## config.mk

```make
export PLATFORM = sky130hd
export DESIGN_NAME = ram8_demux_bank
export DESIGN_NICKNAME = d
export VERILOG_FILES = /design/src/rtl/ram8_demux_bank.sv
export SDC_FILE = /design/constraint.sdc
export NUM_CORES = 1
export LEC_CHECK = 0
export ABC_CLOCK_PERIOD_IN_PS = 7000
export BUFFER_PORTS_ARGS = -buffer_cell sky130_fd_sc_hd__buf_2
export CAP_MARGIN = 20
export CORE_AREA = 2 2 110 122
export CTS_CLUSTER_SIZE = 24
export DETAILED_ROUTE_END_ITERATION = 8
export DIE_AREA = 0 0 112 124
export HOLD_SLACK_MARGIN = 0.15
export PLACE_DENSITY = 0.73
export RECOVER_POWER = 25
export SLEW_MARGIN = 20
export SYNTH_ARGS = -nofsm -noshare
export SYNTH_HDL_FRONTEND = slang
export SYNTH_SLANG_ARGS = --single-unit
```

## constraint.sdc

```tcl
create_clock -name clk -period 7 [get_ports clk]
set_input_delay 0 -clock clk [delete_from_list [all_inputs] [get_ports clk]]
set_output_delay 0 -clock clk [all_outputs]
set_load 0.005 [all_outputs]
```

## src/rtl/ram8_demux_bank.sv

```systemverilog
// 8-word register bank: one-hot load demux, 8-way read mux, and a
// sequential clear engine that zeroes one word per cycle while busy is high.
module ram8_demux_bank #(
  parameter int WIDTH = 16
) (
  input  logic             clk,
  input  logic             rst_n,
  input  logic [WIDTH-1:0] in,
  input  logic             load,
  input  logic [2:0]       address,
  input  logic             clear,
  output logic [WIDTH-1:0] out,
  output logic             busy
);

  typedef enum logic {
    IDLE  = 1'b0,
    SWEEP = 1'b1
  } state_t;

  state_t           r_state;
  state_t           w_state_nxt;
  logic [2:0]       r_ptr;
  logic [2:0]       w_ptr_nxt;
  logic [WIDTH-1:0] r_mem [8];
  logic [7:0]       w_sel;
  logic [7:0]       w_ptr_sel;
  logic [7:0]       w_we;
  logic [WIDTH-1:0] w_wdata;

  assign w_sel     = 8'(8'b1 << address);
  assign w_ptr_sel = 8'(8'b1 << r_ptr);

  // A clear accepted in IDLE suppresses the load of that same cycle.
  always_comb begin
    w_state_nxt = r_state;
    w_ptr_nxt   = r_ptr;
    w_we        = '0;
    w_wdata     = in;
    case (r_state)
      IDLE: begin
        if (clear) begin
          w_state_nxt = SWEEP;
          w_ptr_nxt   = 3'd0;
        end else if (load) begin
          w_we = w_sel;
        end
      end
      SWEEP: begin
        w_we      = w_ptr_sel;
        w_wdata   = '0;
        w_ptr_nxt = r_ptr + 3'd1;
        if (r_ptr == 3'd7) begin
          w_state_nxt = IDLE;
        end
      end
      default: w_state_nxt = IDLE;
    endcase
  end

  always_ff @(posedge clk) begin
    if (!rst_n) begin
      r_state <= IDLE;
      r_ptr   <= 3'd0;
      for (int i = 0; i < 8; i++) begin
        r_mem[i] <= '0;
      end
    end else begin
      r_state <= w_state_nxt;
      r_ptr   <= w_ptr_nxt;
      for (int i = 0; i < 8; i++) begin
        if (w_we[i]) begin
          r_mem[i] <= w_wdata;
        end
      end
    end
  end

  assign out  = r_mem[address];
  assign busy = (r_state == SWEEP);

endmodule

```

Word-level counts from Yosys, hierarchy flattened
Memories as Yosys holds them, arrays and structs flattened.
Cells that the tools add are included.
Storage, ports and cells
  bits in registers: 4
  bits in writable memories: 128
  input port bits: 23
  memories: 1
Memories
  r_mem: depth 8, width 16, rd ports 1, clocked after Yosys merged registers in 0, wr ports 8, RTL line 25  | logic [WIDTH-1:0] r_mem [8];
Operators by class
  add/subtract/negate cells: 1
  eq/ne operators: 2
  shift-type cells: 2
  mux-type cells: 42
  bitwise operators: 9
Operators by type and width (number)
  16-bit two-way mux: 9
  1-bit two-way mux: 27
  8-bit two-way mux: 2
  8-bit one-hot mux with 2 select lines: 1
  1-bit by 3-bit left shift with 8-bit output, first input constant: 2
  1-bit OR: 8
  3-bit one-hot mux with 2 select lines: 1
  3-bit by 1-bit adder with 3-bit output, second input constant: 1
  3-bit equality test, second input constant: 1
  3-bit two-way mux: 1
  2-bit != test, second input constant: 1
  1-bit one-hot mux with 2 select lines: 1
  1-bit inverter: 1

Depth between registers and ports, before layout
Gate-level depths: netlist (run 1).
  word-level depth: 8
  gate-level depth with buffers: 6

Worst setup path before layout (run 1)
Ideal clock, no wire load.
  kind: reg2reg
  start point: reg r_state, in the netlist busy
  end point: mem r_mem[7][0] (enable)
  setup time: 0.416 ns
  arrival time: 1.921 ns
  setup slack: 4.663 ns
  stages on the path, launching flop included: 3
  clock period less this slack: 2.337 ns
  path through: dfxtp_1 buf_2 o311ai_1
RTL lines
  start, declared: RTL line 21  | state_t r_state;
  start signal, assigned: RTL line 69  | r_state <= w_state_nxt;
  end, declared: RTL line 25

==> results of run 1 <==
-- routing by layer --
layer,vias up,wire length [um],GRT usage (%)
met5,-,0,0
met4,0,631,11.8
met3,40,900,4.87
met2,173,7080,35.9
met1,1866,5250,24.3
li1,1738,-,-
-- final cells by class --
class                   count  area (um2)
flip-flops and latches    132        3920
fillers                  1028        5700
clock inverters            14         161
multi-input cells         269        1760
well taps                 157         196
inverters                  21        78.8
repair buffers             55         333
clock buffers              18         429
-- cell usage after synthesis, types with 2 or more instances --
library cell  instances
a221oi_1              6
nand2_2               2
nand3_1              12
and2_1                2
clkbuf_1              2
edfxtp_1            128
o32ai_1               6
nor2_1              100
a211oi_1             10
mux2i_1              15
buf_6                 5
nor2b_1              11
o22ai_1              14
o2bb2ai_1             7
nor3_1                3
buf_12                2
mux4_1                4
buf_4                 4
and2b_1               2
nand2_1              25
nand2b_1              3
nor3b_1               2
ha_1                  6
mux2_2               27
or2_2                 2
a21oi_1               2
dfxtp_1               4
inv_1                21
buf_2                12
-- flip-flops by register name (all words and copies together), names as in the netlist --
register,flops
busy,1
r_mem,128
r_ptr,3
-- power by group through the flow --
stage	clock [uW]	combinational [uW]	sequential, uW
after CTS	878	152	923
after detailed placement	0	146	939
after global placement	0	143	937
after floorplan	0	98.8	932
after global routing	914	161	926
final	876	149	923
-- through the flow --
stage	instances	total power (uW)	util (%)	hold WS (ns)	area [um2]
2_1_floorplan	448	1030	-	0.128	5970
3_3_place_gp	621	1080	49.2	0.361	6190
3_5_place_dp	621	1080	49.2	0.361	6190
4_1_cts	666	1950	54.9	0.150	6910
5_1_grt	666	2000	54.7	0.175	6890
6_report	666	1950	54.7	0.167	6890
-- logic make-up (layout without fill, tap and decap cells) --
family	Yosys count	in the layout	synth area share [%]
adders and majority gates	6	6	1.26
buffers and inverters	47	108	4.63
muxes	46	46	9.37
AOI/OAI and AO/OA	48	48	6.20
DFF	132	132	65.7
and+or+nand+nor	169	169	12.8
-- worst register-to-register path, stage by stage, from the launching register on --
cell	delay, ns
dfxtp_1	0.67
and2b_1	0.29
nand2_1	0.44
nand3_1	0.74
-- how the worst max path moves through the flow --
stage / startpoint / to / depth (start not counted)
finish: address[2] / r_mem[7][14] / 4
global route: address[2] / r_mem[7][14] / 4
CTS: busy / r_mem[5][13] / 3
detailed placement: address[1] / r_mem[5][14] / 5
global placement: address[1] / r_mem[5][8] / 5
floorplan: busy / r_mem[7][0] / 2
==> results.json, run 1 <==
{
  "rr_endpoint": "r_mem[5][14]",
  "drc": 0,
  "syn_area_um2": 5970,
  "crit_arrival_ns": 3.49,
  "rsz0062_at_grt": "no",
  "r2r_cells": 3,
  "core_um2": 12600,
  "clkPwrFrac_pct": 45.0,
  "cts_hold_buf": 13,
  "drive_gt1_share_pct": 18.1,
  "synth_seq_cells": 132,
  "yosysSeqAreaShare_pct": 65.7,
  "htree_levels": 4,
  "p_switching_uw": 428,
  "drv_cap": 1,
  "num_vias": 3817,
  "layout_commonest_cell": "edfxtp_1",
  "start_kind": "input pin",
  "postRouteAntennaNets": 0,
  "drt-pass1-iter-count": 5,
  "cp_max_fo": 30,
  "postCtsSetupBuffers": 0,
  "status": "complete, but fails checks",
  "combPwrFrac_pct": 7.6,
  "setup_viol": 0,
  "grt_pass1_vias": 3756,
  "clk_pin_slew_worst_paths_ns": 0.06,
  "worstSetupPathType": "input pin to flop",
  "cts_resized": 0,
  "period_share_pct": 48.4,
  "p_int_uw": 1520,
  "fin_crit_ns": 3.39,
  "hold_viol_final": 0,
  "grt_pass1_wl_mm": 21.1,
  "syn_inst": 448,
  "required_ns": 7.10,
  "hpwl_mm": 9.13,
  "grt_overflow": 0,
  "synth_top_area_cell": "edfxtp_1",
  "rrSetupSlack_ns": 4.35,
  "area_delta_synth_final_pct": 15.3,
  "crit_chain": "clkbuf_1, nand3_1, o311ai_0, buf_4",
  "yosys_warnings": 0,
  "most-common-layout-cells": "edfxtp_1, nor2_1, buf_2, mux2_2, nand2_1",
  "ys_top_cells_by_area": "edfxtp_1, nor2_1, mux2_2",
  "fin_worst_skew_ns": 0.00727,
  "synth.top_cell.area_share_pct": 64.4,
  "crit_buf_inv": 2,
  "ir_drop_v": 0.000169,
  "gp_congestion": 0.846,
  "synth-edff-count": 128,
  "tritoncts": "done",
  "hold-path-endpoint": "r_mem[7][10]",
  "worst_slack_ns": 3.61,
  "antenna_cells": 0,
  "io_pins": 40,
  "slew_headroom_pct": -8.27,
  "cpPeakStageDelay_ns": 1.46,
  "grt_usage_pct": 20.9,
  "rows": 43,
  "routed_via_density": 5.73,
  "setup_tns_ns": 0,
  "min_path_cells": 3,
  "fmax_ghz": 0.295,
  "synthArstFlopShare_pct": 0,
  "dpl_worst_slack_ns": 4.31,
  "cts_root_buf": "clkbuf_16",
  "antenna_found_initial": 0,
  "power_density_nw_per_um2": 283,
  "wl_per_cell_um": 20.8,
  "drtIter0Drc": 305,
  "synth.avg_cell_area_um2": 13.3,
  "insertion_delay_ns": 0.41,
  "holdCritStartpoint": "in[10]",
  "cts_sinks": 132,
  "nets": 525,
  "synth_cell_types": 38,
  "cts_buffer_depth": 2,
  "die-area_um2": 13900,
  "cts_buffers": 17,
  "initial_core_util_pct": 47.4,
  "synth_nets": 477,
  "power_frac_seq_pct": 47.4,
  "reg2reg_from": "busy",
  "synth_flop_cell": "edfxtp_1",
  "hold_class": "input pin to flop",
  "numPortBuffers": 39,
  "routed_wl_mm": 13.9,
  "violations": "capacitance limit, slew limit",
  "maxSlewViolCount": 8,
  "critPathCaptureType": "flop",
  "crit_family": "buffers and inverters",
  "leakage_uw": 0.00260,
  "die_w_um": 112,
  "tightest_slew_ns": 1.60,
  "cp_slowest_cell": "o311ai_0",
  "grt_max_degree": 64,
  "swShare_pct": 22.0,
  "die_y_um": 124
}
Power figures use the tool's default switching activity.
==> inputs of run 2 (changes only) <==
--- a/config.mk
+++ b/config.mk
@@ -5,7 +5,7 @@
 export SDC_FILE = /design/constraint.sdc
 export NUM_CORES = 1
 export LEC_CHECK = 0
-export ABC_CLOCK_PERIOD_IN_PS = 7000
+export ABC_CLOCK_PERIOD_IN_PS = 3000
 export BUFFER_PORTS_ARGS = -buffer_cell sky130_fd_sc_hd__buf_2
 export CAP_MARGIN = 20
 export CORE_AREA = 2 2 110 122
@@ -13,7 +13,7 @@
 export DETAILED_ROUTE_END_ITERATION = 8
 export DIE_AREA = 0 0 112 124
 export HOLD_SLACK_MARGIN = 0.15
-export PLACE_DENSITY = 0.73
+export PLACE_DENSITY = 0.75
 export RECOVER_POWER = 25
 export SLEW_MARGIN = 20
 export SYNTH_ARGS = -nofsm -noshare
==> constraint.sdc (replaced) <==
create_clock -name clk -period 3 [get_ports clk]
set_input_delay 0 -clock clk [delete_from_list [all_inputs] [get_ports clk]]
set_output_delay 0 -clock clk [all_outputs]
set_load 0.005 [all_outputs]
==> results.json, run 2 (synthesized netlist as in run 1, its figures left out) <==
{
  "die_y_um": 124,
  "grt_usage_pct": 20.1,
  "initial_core_util_pct": 47.4,
  "postCtsSetupBuffers": 0,
  "hold_class": "input pin to flop",
  "holdCritStartpoint": "address[1]",
  "reg2reg_from": "busy",
  "maxSlewViolCount": 0,
  "largest_register": "r_mem",
  "insertion_delay_ns": 0.41,
  "hold-path-endpoint": "r_mem[3][5]",
  "crit_arrival_ns": 2.60,
  "power_density_nw_per_um2": 628,
  "cts_buffers": 17,
  "grt_max_degree": 38,
  "route.met2.wl_mm": 6.99,
  "rrSetupSlack_ns": 0.50,
  "routed_wl_mm": 13.4,
  "rows": 43,
  "routed_via_density": 5.68,
  "core_um2": 12600,
  "cts_sinks": 132,
  "setup_tns_ns": 0,
  "top_layer": "met4",
  "tightest_slew_ns": 1.25,
  "cts_hold_buf": 19,
  "r2r_cells": 3,
  "fmax_ghz": 0.384,
  "grt_pass1_vias": 4017,
  "layout_commonest_cell": "edfxtp_1",
  "total_power_uw": 4370,
  "finish.utilization_pct": 55.3,
  "largest_reg_flops": 128,
  "fin_worst_skew_ns": 0.00500,
  "gp_congestion": 0.848,
  "die-area_um2": 13900,
  "grt_overflow": 0,
  "area_delta_synth_final_pct": 16.7,
  "io_pins": 40,
  "numPortBuffers": 39,
  "leakage_uw": 0.00264,
  "worstSetupPathType": "input pin to output pin",
  "htree_levels": 4,
  "fin_crit_ns": 2.60,
  "die_w_um": 112,
  "antenna_found_initial": 0,
  "period_share_pct": 86.8,
  "required_ns": 3.00,
  "rr_endpoint": "r_mem[2][6]",
  "cp_max_fo": 16,
  "nets": 543,
  "cts_buffer_depth": 2,
  "drtIter0Drc": 245,
  "wl_met3_um": 763,
  "dp.cells": 633,
  "start_kind": "input pin",
  "hpwl_mm": 8.39,
  "status": "finished, final reports clean",
  "cts_resized": 0,
  "hold_viol_final": 0,
  "grt_pass1_wl_mm": 20.8,
  "tritoncts": "done",
  "critPathCaptureType": "output pin",
  "drt-pass1-iter-count": 5,
  "slew_headroom_pct": 16.8,
  "setup_viol": 0,
  "drive_gt1_share_pct": 17.7,
  "min_path_cells": 4,
  "ir_drop_v": 0.000367,
  "rsz0062_at_grt": "no",
  "postRouteAntennaNets": 0,
  "drc": 0,
  "drv_cap": 0,
  "most-common-layout-cells": "edfxtp_1, nor2_1, mux2_2, nand2_1, buf_2",
  "wl_met1_mm": 5.35,
  "num_vias": 3871,
  "clk_pin_slew_worst_paths_ns": 0.05,
  "antenna_cells": 0,
  "fin_cells": 682,
  "cts_root_buf": "clkbuf_16",
  "wl_per_cell_um": 19.6
}
==> run 2: worst max-delay path by stage <==
| stage | start | to | slack [ns] |
|---|---|---|---|
| 5_1_grt | address[2] | out[8] | 0.23 |
| 3_5_place_dp | busy | r_mem[2][7] | 0.62 |
| 2_1_floorplan | busy | r_mem[7][0] | 0.66 |
| 6_report | address[2] | out[15] | 0.40 |
| 4_1_cts | busy | r_mem[2][6] | 0.57 |
| 3_3_place_gp | busy | r_mem[2][10] | 0.79 |
==> run 2: stage by stage <==
| step | worst slack [ns] | hold slack [ns] | instance area (um2) |
|---|---|---|---|
| floorplan | 0.663 | 0.128 | 5970 |
| global placement | 0.790 | 0.354 | 6280 |
| detailed placement | 0.619 | 0.365 | 6280 |
| CTS | 0.565 | 0.325 | 7000 |
| global route | 0.231 | 0.349 | 6960 |
| finish | 0.395 | 0.340 | 6960 |
==> run 2: cell type report <==
class,count,area [um2]
multi-input combinational,269,1770
clock buffer,21,440
sequential,132,3920
inverter,21,78.8
fill,1047,5630
tap,157,196
timing repair buffer,73,469
clock inverter,9,88.8
==> run 2: worst max-delay path, stage by stage <==
cell and delay, ns:
clkbuf_1 0.72, buf_4 0.37, or2_0 0.75, o32ai_1 0.28, a221oi_1 0.32, clkbuf_1 0.15
==> run 2: routing by layer <==
layer / vias to the layer above / track usage, %
met5: - / 0
met4: 0 / 8.61
met3: 28 / 5.16
met2: 139 / 35.6
met1: 1925 / 23.4
li1: 1779 / -
==> run 2: power by group <==
group	switching [uW]	leakage [uW]	internal, uW
Clock	676	0.000258	1190
Sequential	29.7	0.00136	2120
Combinational	214	0.00103	137
==> inputs of run 3 (changes only) <==
--- a/config.mk
+++ b/config.mk
@@ -5,13 +5,15 @@
 export SDC_FILE = /design/constraint.sdc
 export NUM_CORES = 1
 export LEC_CHECK = 0
+export ABC_AREA = 1
 export ABC_CLOCK_PERIOD_IN_PS = 3000
 export BUFFER_PORTS_ARGS = -buffer_cell sky130_fd_sc_hd__buf_2
 export CAP_MARGIN = 20
-export CORE_AREA = 2 2 110 122
+export CORE_AREA = 2 2 115 129
+export CTS_BUF_LIST = sky130_fd_sc_hd__clkbuf_4
 export CTS_CLUSTER_SIZE = 24
 export DETAILED_ROUTE_END_ITERATION = 8
-export DIE_AREA = 0 0 112 124
+export DIE_AREA = 0 0 117 131
 export HOLD_SLACK_MARGIN = 0.15
 export PLACE_DENSITY = 0.75
 export RECOVER_POWER = 25
==> results.json, run 3 <==
{
  "syn_area_um2": 6620,
  "reg2reg_from": "busy",
  "cp_max_fo": 64,
  "drtIter0Drc": 359,
  "die_y_um": 131,
  "synth_seq_cells": 132,
  "synth-edff-count": 128,
  "min_path_cells": 4,
  "cts_hold_buf": 21,
  "largest_reg_flops": 128,
  "start_kind": "input pin",
  "numPortBuffers": 39,
  "tightest_slew_ns": 1.38,
  "die_w_um": 117,
  "ys_top_cells_by_area": "edfxtp_1, nand2_1, a21oi_1",
  "synthArstFlopShare_pct": 0,
  "setup_viol": 0,
  "yosys_warnings": 0,
  "hold_class": "input pin to flop",
  "rrSetupSlack_ns": 0.82,
  "synth_cell_types": 29,
  "required_ns": 3.00,
  "cts_sinks": 132,
  "hold_viol_final": 0,
  "wl_met3_um": 749,
  "nets": 780,
  "grt_pass1_wl_mm": 23.1,
  "htree_levels": 4,
  "rsz0062_at_grt": "no",
  "slew_headroom_pct": 8.29,
  "top_layer": "met4",
  "synth_top_area_cell": "edfxtp_1",
  "route.met2.wl_mm": 7.43,
  "yosysSeqAreaShare_pct": 59.3,
  "ir_drop_v": 0.000286,
  "wl_per_cell_um": 15.2,
  "cts_buffers": 17,
  "hpwl_mm": 9.48,
  "drc": 0,
  "synth_nets": 727,
  "largest_register": "r_mem",
  "r2r_cells": 6,
  "maxSlewViolCount": 0,
  "cts_buffer_depth": 2,
  "fin_crit_ns": 2.36,
  "synth.avg_cell_area_um2": 9.48,
  "routed_wl_mm": 14.6,
  "most-common-layout-cells": "nand2_1, edfxtp_1, a21oi_1, nor2_1, buf_2",
  "fillCellCount": 1320,
  "grt_overflow": 0,
  "drive_gt1_share_pct": 12.1,
  "holdCritStartpoint": "address[1]",
  "syn_inst": 698,
  "leakage_uw": 0.00320,
  "cts_resized": 0,
  "rr_endpoint": "r_mem[3][10]",
  "worstSetupPathType": "input pin to output pin",
  "tritoncts": "done",
  "hold-path-endpoint": "r_mem[7][15]",
  "area_delta_synth_final_pct": 8.26,
  "routed_via_density": 5.06,
  "layout_commonest_cell": "nand2_1",
  "cts_root_buf": "clkbuf_4",
  "synth_flop_cell": "edfxtp_1",
  "grt_pass1_vias": 4629,
  "rows": 46,
  "period_share_pct": 78.7,
  "clk_pin_slew_worst_paths_ns": 0.11,
  "total_power_uw": 3770,
  "postCtsSetupBuffers": 0,
  "core_um2": 14100,
  "status": "finished, final reports clean",
  "postRouteAntennaNets": 0,
  "crit_arrival_ns": 2.36,
  "io_pins": 40,
  "fin_worst_skew_ns": 0.0118,
  "drt-pass1-iter-count": 8,
  "fmax_ghz": 0.424,
  "critPathCaptureType": "output pin",
  "die-area_um2": 15300,
  "insertion_delay_ns": 0.54,
  "wl_met1_mm": 6.08,
  "synth.top_cell.area_share_pct": 58.1,
  "synth.most_common_cell": "nand2_1",
  "grt_max_degree": 65,
  "initial_core_util_pct": 46.9,
  "grt_usage_pct": 20.0,
  "power_density_nw_per_um2": 526,
  "antenna_found_initial": 1,
  "synthTopCellsByCount": "nand2_1, edfxtp_1, a21oi_1, nor2_1, inv_1",
  "gp_congestion": 0.845,
  "setup_tns_ns": 0,
  "drv_cap": 0,
  "num_vias": 4835
}
==> run 3: changes by cell type after synthesis, moves of 11 or more <==
cell | before | now
mux2i_1 | 15 | 0
a21oi_1 | 2 | 60
nor2b_1 | 11 | 0
nor2_1 | 100 | 38
o22ai_1 | 14 | 0
mux2_2 | 27 | 0
nand2_1 | 25 | 356
==> run 3: per-stage QoR <==
| stage | worst slack [ns] | cell area [um2] | util, % | std cells | hold WS (ns) |
|---|---|---|---|---|---|
| detailed placement | 0.741 | 6870 | 48.7 | 902 | 0.311 |
| global route | 0.357 | 7170 | 50.8 | 956 | 0.337 |
| CTS | 0.794 | 7370 | 52.2 | 954 | 0.219 |
| global placement | 0.802 | 6870 | 48.7 | 902 | 0.304 |
| finish | 0.639 | 7170 | 50.8 | 956 | 0.339 |
| floorplan | 0.663 | 6620 | - | 698 | 0.147 |
==> run 3: critical path, stage by stage <==
cell and delay, ns:
clkbuf_1 0.53, inv_1 0.18, clkbuf_2 0.79, nand2_1 0.26
nand2_1 0.09, nand2_1 0.07, nand2_1 0.05, nand2_1 0.08
nand2_1 0.11, buf_2 0.14
==> run 3: power breakdown <==
| group | internal (uW) | switching [uW] |
|---|---|---|
| logic | 125 | 279 |
| clock network | 579 | 633 |
| registers | 2130 | 28.2 |
==> run 3: cell families (layout without fill, tap and decap cells) <==
kind of cell | after synthesis | count (layout) | share of synthesized area [%]
adder cells (fa/ha/maj) | 6 | 6 | 1.13
other | 0 | 1 | 0
buffers and inverters | 65 | 130 | 5.50
AO/OA/AOI/OAI | 72 | 72 | 6.14
flip-flops | 132 | 132 | 59.3
AND/OR/NAND/NOR | 423 | 423 | 27.9
==> run 3: area by class of cell <==
cell class                 count  area, um2  share of cell area, %
timing repair buffer          72        489                   6.83
antenna                        1       2.50                 0.0349
multi-input combinational    501       2130                   29.7
sequential                   132       3920                   54.8
tap                          192        240                   3.35
clock buffer                  19        143                   1.99
clock inverter                12        139                   1.94
inverter                      27        101                   1.41
==> run 3: how the worst max path moves through the flow <==
| stage | start | end | cells after the start |
|---|---|---|---|
| after floorplan | busy | r_mem[7][0] | 5 |
| after global placement | address[0] | r_mem[4][8] | 5 |
| after detailed placement | address[0] | r_mem[4][8] | 5 |
| after CTS | busy | r_mem[3][14] | 6 |
| after global routing | address[0] | out[14] | 10 |
| final | address[0] | out[6] | 10 |
==> run 3: routing by layer <==
metal  up-vias  GRT usage [%]
li1       2377              -
met3        25           3.92
met1      2281           25.2
met4         0           8.24
met2       152           34.0
met5         -              0
